[src/rtl/iob_dir_sched_if.sv]
// ---------------------------------------------------------------------------
// iob_dir_sched_if
// Bundles the handshake and pad-side signals of the IOBUF direction scheduler.
//   tx_valid/tx_data/tx_last/tx_ready : transmit beat handshake
//   rx_req                            : level request for a receive window
//   rx_valid/rx_data                  : sampled pad value stream
//   pad_i                             : from IOBUF O
//   pad_o/pad_t                       : to IOBUF I / T (pad_t=1 is high-Z)
//   ibufdisable/intermdisable         : to IOBUF IBUFDISABLE / INTERMDISABLE
//   state_o                           : scheduler state, for debug
// Modport slave is the scheduler; master is the fabric/pad side around it.
// ---------------------------------------------------------------------------
interface iob_dir_sched_if;
  logic       tx_valid;
  logic       tx_data;
  logic       tx_last;
  logic       tx_ready;
  logic       rx_req;
  logic       rx_valid;
  logic       rx_data;
  logic       pad_i;
  logic       pad_o;
  logic       pad_t;
  logic       ibufdisable;
  logic       intermdisable;
  logic [2:0] state_o;

  modport slave (
    input  tx_valid, tx_data, tx_last, rx_req, pad_i,
    output tx_ready, rx_valid, rx_data, pad_o, pad_t,
           ibufdisable, intermdisable, state_o
  );

  modport master (
    output tx_valid, tx_data, tx_last, rx_req, pad_i,
    input  tx_ready, rx_valid, rx_data, pad_o, pad_t,
           ibufdisable, intermdisable, state_o
  );
endinterface

[src/rtl/iob_dir_sched.sv]
// ---------------------------------------------------------------------------
// iob_dir_sched
// Direction scheduler for one shared bidirectional pad (IOBUF_INTERMDISABLE).
// Arbitrates between a transmit requester and a receive requester, inserting
// a turnaround window before driving and an input-settle window before
// sampling. Ties are broken round-robin; a grant is forcibly released after
// HOLD_MAX beats/cycles while the other side is waiting.
//
// Parameters:
//   TURN_CYCLES : turnaround / settle window length, 1..15
//   HOLD_MAX    : max beats (TX) or cycles (RX) per contended grant, 1..255
// Ports:
//   clk, rst    : clock, asynchronous active-high reset
//   io (slave)  : handshake and pad signals, see iob_dir_sched_if
// Build option:
//   IOB_DIR_SCHED_RX_SYNC_EN : when defined, pad_i goes through a 2-flop
//   synchronizer (rx latency 2); otherwise a single capture flop (latency 1).
// ---------------------------------------------------------------------------
module iob_dir_sched #(
  parameter int TURN_CYCLES = 2,
  parameter int HOLD_MAX    = 16
) (
  input  logic            clk,
  input  logic            rst,
  iob_dir_sched_if.slave  io
);

  typedef enum logic [2:0] {
    IDLE    = 3'd0,
    TX_TURN = 3'd1,
    TX      = 3'd2,
    RX_TURN = 3'd3,
    RX      = 3'd4
  } state_e;

  localparam logic [3:0] TURN_LAST = 4'(TURN_CYCLES - 1);
  localparam logic [7:0] HOLD_LIM  = 8'(HOLD_MAX);

  state_e     state_q, state_d;
  logic [3:0] turn_cnt_q, turn_cnt_d;
  logic [7:0] hold_cnt_q, hold_cnt_d;
  logic       last_rx_q, last_rx_d;   // 1: the most recent grant went to RX
  logic       pad_o_q, pad_o_d;
  logic [7:0] hold_inc;
  logic       hold_hit;

  logic       rx_smp_p0_q, rx_smp_p0_d;
  logic       vld_p0_q, vld_p0_d;
`ifdef IOB_DIR_SCHED_RX_SYNC_EN
  logic       rx_smp_p1_q, rx_smp_p1_d;
  logic       vld_p1_q, vld_p1_d;
`endif

  always_comb begin
    // Saturating increment; hold_hit flags that the beat/cycle counted now
    // is the HOLD_MAX-th (or later) of this grant.
    hold_inc = (hold_cnt_q == HOLD_LIM) ? hold_cnt_q : hold_cnt_q + 8'd1;
    hold_hit = (hold_cnt_q >= (HOLD_LIM - 8'd1));

    state_d    = state_q;
    turn_cnt_d = turn_cnt_q;
    hold_cnt_d = hold_cnt_q;
    last_rx_d  = last_rx_q;
    pad_o_d    = pad_o_q;

    case (state_q)
      IDLE: begin
        // On a tie the side that did not win last time is granted.
        if (io.tx_valid && (!io.rx_req || last_rx_q)) begin
          state_d    = TX_TURN;
          turn_cnt_d = '0;
          last_rx_d  = 1'b0;
        end else if (io.rx_req) begin
          state_d    = RX_TURN;
          turn_cnt_d = '0;
          last_rx_d  = 1'b1;
        end
      end
      TX_TURN: begin
        if (turn_cnt_q == TURN_LAST) begin
          state_d    = TX;
          hold_cnt_d = '0;
        end else begin
          turn_cnt_d = turn_cnt_q + 4'd1;
        end
      end
      TX: begin
        // A cycle without tx_valid is a stall: nothing moves.
        if (io.tx_valid) begin
          pad_o_d    = io.tx_data;
          hold_cnt_d = hold_inc;
          if (io.tx_last || (hold_hit && io.rx_req)) begin
            state_d = IDLE;
          end
        end
      end
      RX_TURN: begin
        if (turn_cnt_q == TURN_LAST) begin
          state_d    = RX;
          hold_cnt_d = '0;
        end else begin
          turn_cnt_d = turn_cnt_q + 4'd1;
        end
      end
      RX: begin
        hold_cnt_d = hold_inc;
        if (!io.rx_req || (hold_hit && io.tx_valid)) begin
          state_d = IDLE;
        end
      end
      default: state_d = IDLE;
    endcase

    // Receive pipeline: a sample is valid only if captured during RX.
    rx_smp_p0_d = io.pad_i;
    vld_p0_d    = (state_q == RX);
`ifdef IOB_DIR_SCHED_RX_SYNC_EN
    rx_smp_p1_d = rx_smp_p0_q;
    vld_p1_d    = vld_p0_q;
`endif
  end

  always_ff @(posedge clk or posedge rst) begin
    if (rst) begin
      state_q     <= IDLE;
      turn_cnt_q  <= '0;
      hold_cnt_q  <= '0;
      last_rx_q   <= 1'b1;
      pad_o_q     <= 1'b0;
      rx_smp_p0_q <= 1'b0;
      vld_p0_q    <= 1'b0;
`ifdef IOB_DIR_SCHED_RX_SYNC_EN
      rx_smp_p1_q <= 1'b0;
      vld_p1_q    <= 1'b0;
`endif
    end else begin
      state_q     <= state_d;
      turn_cnt_q  <= turn_cnt_d;
      hold_cnt_q  <= hold_cnt_d;
      last_rx_q   <= last_rx_d;
      pad_o_q     <= pad_o_d;
      // ---- stage p0: pad capture ----
      rx_smp_p0_q <= rx_smp_p0_d;
      vld_p0_q    <= vld_p0_d;
`ifdef IOB_DIR_SCHED_RX_SYNC_EN
      // ---- stage p1: second synchronizer flop ----
      rx_smp_p1_q <= rx_smp_p1_d;
      vld_p1_q    <= vld_p1_d;
`endif
    end
  end

  // Pad controls decode from the state register alone, so an asynchronous
  // reset releases the pad immediately.
  assign io.state_o       = state_q;
  assign io.pad_t         = (state_q != TX);
  assign io.tx_ready      = (state_q == TX);
  assign io.ibufdisable   = !((state_q == RX_TURN) || (state_q == RX));
  assign io.intermdisable = !((state_q == RX_TURN) || (state_q == RX));
  assign io.pad_o         = pad_o_q;
`ifdef IOB_DIR_SCHED_RX_SYNC_EN
  assign io.rx_data       = rx_smp_p1_q;
  assign io.rx_valid      = vld_p1_q;
`else
  assign io.rx_data       = rx_smp_p0_q;
  assign io.rx_valid      = vld_p0_q;
`endif

endmodule

[src/flat_wrapper.sv]
// flat-port wrapper written by rule: the top's interface ports become plain ports
module iob_dir_sched_flat 
#(
  parameter int TURN_CYCLES = 2,
  parameter int HOLD_MAX    = 16
)
  (clk, rst, io_tx_valid, io_tx_data, io_tx_last, io_rx_req, io_pad_i, io_tx_ready, io_rx_valid, io_rx_data, io_pad_o, io_pad_t, io_ibufdisable, io_intermdisable, io_state_o);
  iob_dir_sched_if io_i ();
  input  logic clk;
  input  logic rst;
  input wire logic [$bits(io_i.tx_valid)-1:0] io_tx_valid;
  input wire logic [$bits(io_i.tx_data)-1:0] io_tx_data;
  input wire logic [$bits(io_i.tx_last)-1:0] io_tx_last;
  input wire logic [$bits(io_i.rx_req)-1:0] io_rx_req;
  input wire logic [$bits(io_i.pad_i)-1:0] io_pad_i;
  output wire logic [$bits(io_i.tx_ready)-1:0] io_tx_ready;
  output wire logic [$bits(io_i.rx_valid)-1:0] io_rx_valid;
  output wire logic [$bits(io_i.rx_data)-1:0] io_rx_data;
  output wire logic [$bits(io_i.pad_o)-1:0] io_pad_o;
  output wire logic [$bits(io_i.pad_t)-1:0] io_pad_t;
  output wire logic [$bits(io_i.ibufdisable)-1:0] io_ibufdisable;
  output wire logic [$bits(io_i.intermdisable)-1:0] io_intermdisable;
  output wire logic [$bits(io_i.state_o)-1:0] io_state_o;
  assign io_i.tx_valid = io_tx_valid;
  assign io_i.tx_data = io_tx_data;
  assign io_i.tx_last = io_tx_last;
  assign io_i.rx_req = io_rx_req;
  assign io_i.pad_i = io_pad_i;
  assign io_tx_ready = io_i.tx_ready;
  assign io_rx_valid = io_i.rx_valid;
  assign io_rx_data = io_i.rx_data;
  assign io_pad_o = io_i.pad_o;
  assign io_pad_t = io_i.pad_t;
  assign io_ibufdisable = io_i.ibufdisable;
  assign io_intermdisable = io_i.intermdisable;
  assign io_state_o = io_i.state_o;
  iob_dir_sched #(.TURN_CYCLES(TURN_CYCLES), .HOLD_MAX(HOLD_MAX)) u_core (.clk(clk), .rst(rst), .io(io_i));
endmodule
[config.mk]
export PLATFORM = sky130hd
export DESIGN_NAME = iob_dir_sched_flat
export DESIGN_NICKNAME = d
export VERILOG_FILES = /design/src/rtl/iob_dir_sched_if.sv /design/src/rtl/iob_dir_sched.sv /design/src/flat_wrapper.sv
export SDC_FILE = /design/constraint.sdc
export NUM_CORES = 1
export LEC_CHECK = 0
export CORE_UTILIZATION = 45
export DETAILED_ROUTE_END_ITERATION = 8
export GPL_TIMING_DRIVEN = 0
export PLACE_DENSITY = 0.7
export SYNTH_ARGS = -nofsm -noshare
export SYNTH_HDL_FRONTEND = slang
export SYNTH_SLANG_ARGS = --single-unit
[constraint.sdc]
create_clock -name clk -period 2.9 [get_ports clk]
set_input_delay 0.435 -clock clk [delete_from_list [all_inputs] [get_ports clk]]
set_output_delay 0.435 -clock clk [all_outputs]
set_load 0.01 [all_outputs]
-- After elaboration in Yosys (flattened, before gate mapping)
Cells that the tools add are included.
- output and inout bits: 10
- bits in registers: 19
- logic and storage cells: 62
- input port bits: 7
- multiplexer cells: 18
- $add $sub $neg: 2
- reduce and logical (&&, ||, !) cells: 19
- equal/unequal tests: 15
- magnitude comparators: 1
- operators with widths (operator ; number):
    8-bit 2-to-1 mux ; 3
    8-bit one-hot mux with 3 select lines ; 1
    3-bit 2-to-1 mux ; 7
    3-bit one-hot mux with 5 select lines ; 1
    4-bit 2-to-1 mux ; 3
    8-bit by 1-bit adder with 8-bit output, second input constant ; 1
    8-bit by 5-bit == test with 1-bit output, second input constant ; 1
    8-bit by 4-bit greater-or-equal comparator with 1-bit output, second input constant ; 1
    2-bit by 1-bit inequality test with 1-bit output, second input constant ; 4
    4-bit one-hot mux with 2 select lines ; 1
    3-bit by 2-bit == test with 1-bit output, second input constant ; 2
    2-bit inequality test, second input constant ; 3
    3-bit by 2-bit inequality test with 1-bit output, second input constant ; 2
    3-bit AND reduction ; 2
    6-bit AND reduction ; 1
    4-bit by 1-bit adder with 4-bit output, second input constant ; 1
    4-bit by 1-bit == test with 1-bit output, second input constant ; 1
    1-bit logical OR ; 4
    2-bit AND reduction ; 2
    2-bit nonzero test ; 2
    3-bit by 1-bit == test with 1-bit output, second input constant ; 1
    3-bit == test, second input constant ; 1
    1-bit logical AND ; 3
    3-bit logical NOT ; 1
    4 further kinds ; 6

-- Longest topological paths before layout
- word-level depth: 6
- depth in mapped cells: 8
- gate-level depth less buffers: 6

-- Least setup slack after synthesis
No wires, ideal clock.
- kind: reg2reg
- from: register u_core.turn_cnt_q[1]
- to: register u_core.hold_cnt_q[3]
- setup time: 0.077 ns
- data arrival time: 1.969 ns
- buffers on the path: 2
- data required time: 2.823 ns
- slack: 0.854 ns
- clock period less this slack: 2.046 ns
- cell stages (with the launch flop): 9
- cells stage by stage: dfrtp_1 > inv_1 > ha_1 > or3b_1 > buf_2 > o22a_1 > buf_6 > or4_1 > a21oi_1
- word-level cells in the longest chain between the ends: 3
- RTL lines (element ; line ; RTL):
    start: declaration ; iob_dir_sched.sv:40 ; logic [3:0] turn_cnt_q, turn_cnt_d;
    start signal: assignment ; iob_dir_sched.sv:138 ; turn_cnt_q <= turn_cnt_d;
    4-bit by 1-bit == test with 1-bit output ; iob_dir_sched.sv:80, iob_dir_sched.sv:98 ;
    2-bit by 1-bit inequality test with 1-bit output (no source line) ; -- ;
    3-bit AND reduction (no source line) ; -- ;
    end signal: assignment ; iob_dir_sched.sv:139 ; hold_cnt_q <= hold_cnt_d;
    end: declaration ; iob_dir_sched.sv:41 ; logic [7:0] hold_cnt_q, hold_cnt_d;
Every way passes these cells.
A chain may end at the register's enable or synchronous reset.

-- Worst setup path after layout
- from: register u_core.state_q[0], in the netlist u_core.io.state_o[0]
- to: output io_tx_ready
- word-level cells in the longest chain between the ends: 1
- RTL lines (element ; line ; RTL):
    start: declaration ; iob_dir_sched.sv:39 ; state_e state_q, state_d;
    start signal: assignment ; iob_dir_sched.sv:137 ; state_q <= state_d;
    3-bit by 2-bit == test with 1-bit output ; iob_dir_sched.sv:157 ; assign io.tx_ready = (state_q == TX);
    end: declaration ; flat_wrapper.sv:16 ; output wire logic [$bits(io_i.tx_ready)-1:0] io_tx_ready;
Every way passes these cells.

==> flow_summary.toml <==
[status]
outcome = "completed"

[timing]
finalCriticalPeriod_ps = 2460
setup_violations = 0
setup_tns_ps = 0
slew_viol_final = 0
worst_slew_pin_slew_ps = 738
hold_viol_final = 0
clock_skew_ps = 9.61
max_slew_margin = 0.507
rsz0062_at_grt = "no"
period_share = 0.847
max_freq_mhz = 407

[power_and_ir_drop]
ir_drop_mv = 0.687
swShare = 0.420
intPower_uw = 826
seqPwrFrac = 0.332
clkPwrFrac = 0.097
p_leak_nw = 0.579
p_comb_frac = 0.572
power.density_nw_per_um2 = 1060
p_sw_uw = 598

[min_path]
hold_class = "reg2reg"
hp-start = "u_core.io.pad_o"
hold_end = "u_core.io.pad_o"
holdPathStages = 1

[yosys]
syn_nets = 126
syn_area_sq_um = 1120
synth_edf_count = 0
yosysSeqAreaShare = 0.427
synthArstFlopShare = 1.00
synth.avg_cell_area_sq_um = 9.70
ys_types = 42
yosys_warnings = 0
ys_ff_latch = 19
ys.flop_type = "dfrtp_1"
synth_cells = 115

[placement]
dp_hpwl_mm = 1.67
gp_congestion = 0.781
port_buffers = 16
placed_cells = 159

[route]
vias_per_cell = 5.70
route.vias.total = 929
first_pass_iters = 4
wl_per_cell_um = 14.1
drc = 0
drt-total-wl_mm = 2.30
drtIter0Drc = 20
ant_nets = 0

[critical_path]
slowest_stage = "clkdlybuf4s50_1"
worst-path-buf-inv = 2
critPathArrivalTime_ps = 2020
critPathCaptureType = "output port"
start_kind = "register"
crit_type = "reg2out"
rr_endpoint = "u_core.hold_cnt_q[6]"
cpPeakStageDelay_ps = 640
worstPathRequired_ps = 2470
rr_startpoint = "u_core.turn_cnt_q[1]"
r2r_setup_slack_ps = 670
crit_fanout = 10
critPathTopFamily = "buffers and inverters"
r2r_cells = 8
cp_cell_sequence = "clkbuf_8 -> nor3b_1 -> clkdlybuf4s50_1"

[flow_run]
max_cap_violations = 0

[clock_network]
h-tree-depth = 1
cts_tree = "built"
clkTransAtPathRegs_ps = 120
post_cts_buffers = 0
clockBufferDepth = 2
hold_buffers = 0
cts-root-buf = "clkbuf_4"
cts.sinks = 19
ctsResizeCount = 0
clk_latency_ps = 300
cts_buffers = 3

[die]
core_area_sq_um = 2280
die-area_sq_um = 2680
die_w_um = 51.8
row_count = 17
initial_core_util = 0.490
io_pins = 17
die_h_um = 51.8

[global_route]
grt_overflow = 0
grt_max_degree = 20
groute.usage.overall = 0.205
antenna_found_initial = 0
grt_pass1_vias = 933
grt_pass1_wl_mm = 4.02

[final_layout]
most-common-layout-cells = "dfrtp_1, clkdlybuf4s50_1, nand2_1"
diodes = 0
drive_gt1_frac = 0.141
syn2layout_area_growth_pct = 20.0
final_nets = 147
final_cells = 163
final_common_cell = "dfrtp_1"
[logic make-up (layout without fill, tap and decap cells)]
family,count (synthesis),in the layout,synth area share
DFF,19,19,0.427
xor gates and xnor gates,2,2,0.0157
muxes,4,4,0.0381
and+or+nand+nor,43,43,0.233
adders and majority gates,4,4,0.0448
buffers and inverters,13,33,0.0706
AOI/OAI and AO/OA,30,30,0.170
[power groups by stage]
stage | registers, mW | clock network, mW | logic [mW]
after global routing | 0.491 | 0.153 | 0.912
after CTS | 0.473 | 0.146 | 0.815
final | 0.473 | 0.138 | 0.814
after global placement | 0.472 | 0 | 0.789
after detailed placement | 0.478 | 0 | 0.808
after floorplan | 0.469 | 0 | 0.555
[synthesized netlist by cell type, types with 2 or more instances]
cell / number / area (sq um)
nor2_1: 4 / 15.0
or4_1: 6 / 45.0
nand2_1: 8 / 30.0
nor2b_1: 3 / 18.8
nand4_1: 2 / 12.5
o22ai_1: 2 / 12.5
inv_1: 7 / 26.3
a31oi_1: 2 / 12.5
o31ai_1: 6 / 45.0
buf_4: 3 / 22.5
mux2i_1: 2 / 20.0
dfrtp_1: 18 / 450
mux2_2: 2 / 22.5
nand2b_1: 2 / 12.5
a21oi_1: 7 / 35.0
nor3b_1: 2 / 15.0
o21ai_0: 7 / 35.0
nand3_1: 5 / 25.0
ha_1: 4 / 50.1
[through the flow]
| step | utilization | total power, mW | hold WS (ps) | setup slack [ps] | cell area (sq um) |
|---|---|---|---|---|---|
| detailed placement | 0.576 | 1.29 | 496 | 705 | 1310 |
| global placement | 0.576 | 1.26 | 494 | 753 | 1310 |
| floorplan | - | 1.02 | 385 | 854 | 1120 |
| CTS | 0.588 | 1.43 | 523 | 425 | 1340 |
| global route | 0.588 | 1.56 | 543 | 275 | 1340 |
| finish | 0.588 | 1.42 | 517 | 445 | 1340 |
[sequential cells by signal, summed over array words and instances (netlist names)]
signal and count:
u_core.io.pad_o 1, u_core.io.state_o 3, u_core.hold_cnt_q 8, u_core.io.rx_data 1, u_core.turn_cnt_q 4, u_core.io.rx_valid 1, u_core.last_rx_q 1
[worst register-to-register path: stages (launching register included)]
cell     delay [ps]
dfrtp_1         410
inv_1            80
ha_1            140
or3b_1          330
buf_2           160
o22a_1          210
buf_6           140
or4_1           500
a21oi_1         180
[layout make-up]
class	instances	area (sq um)
flip-flops and latches	19	477
clock buffers	3	22.5
clock inverters	1	5.00
fillers	214	937
plain buffers	6	52.6
well taps	28	35.0
multi-input cells	83	561
repair buffers	16	160
inverters	7	26.3
[how the worst max path moves through the flow]
| stage | startpoint | endpoint | slack, ps | cells after the start |
|---|---|---|---|---|
| 2_1_floorplan | u_core.turn_cnt_q[1] | u_core.hold_cnt_q[3] | 850 | 8 |
| 3_3_place_gp | io_tx_valid | u_core.hold_cnt_q[3] | 750 | 5 |
| 3_5_place_dp | u_core.turn_cnt_q[1] | u_core.hold_cnt_q[6] | 700 | 8 |
| 4_1_cts | u_core.io.state_o[0] | io_tx_ready | 430 | 3 |
| 5_1_grt | u_core.io.state_o[0] | io_tx_ready | 270 | 3 |
| 6_report | u_core.io.state_o[0] | io_tx_ready | 440 | 3 |
[layer usage]
layer | GRT usage | wire (um)
met5 | 0 | 0
met4 | 0.0901 | 17
met3 | 0.0380 | 74
met2 | 0.342 | 1120
met1 | 0.256 | 1090
(Power assumes the default switching activity.)
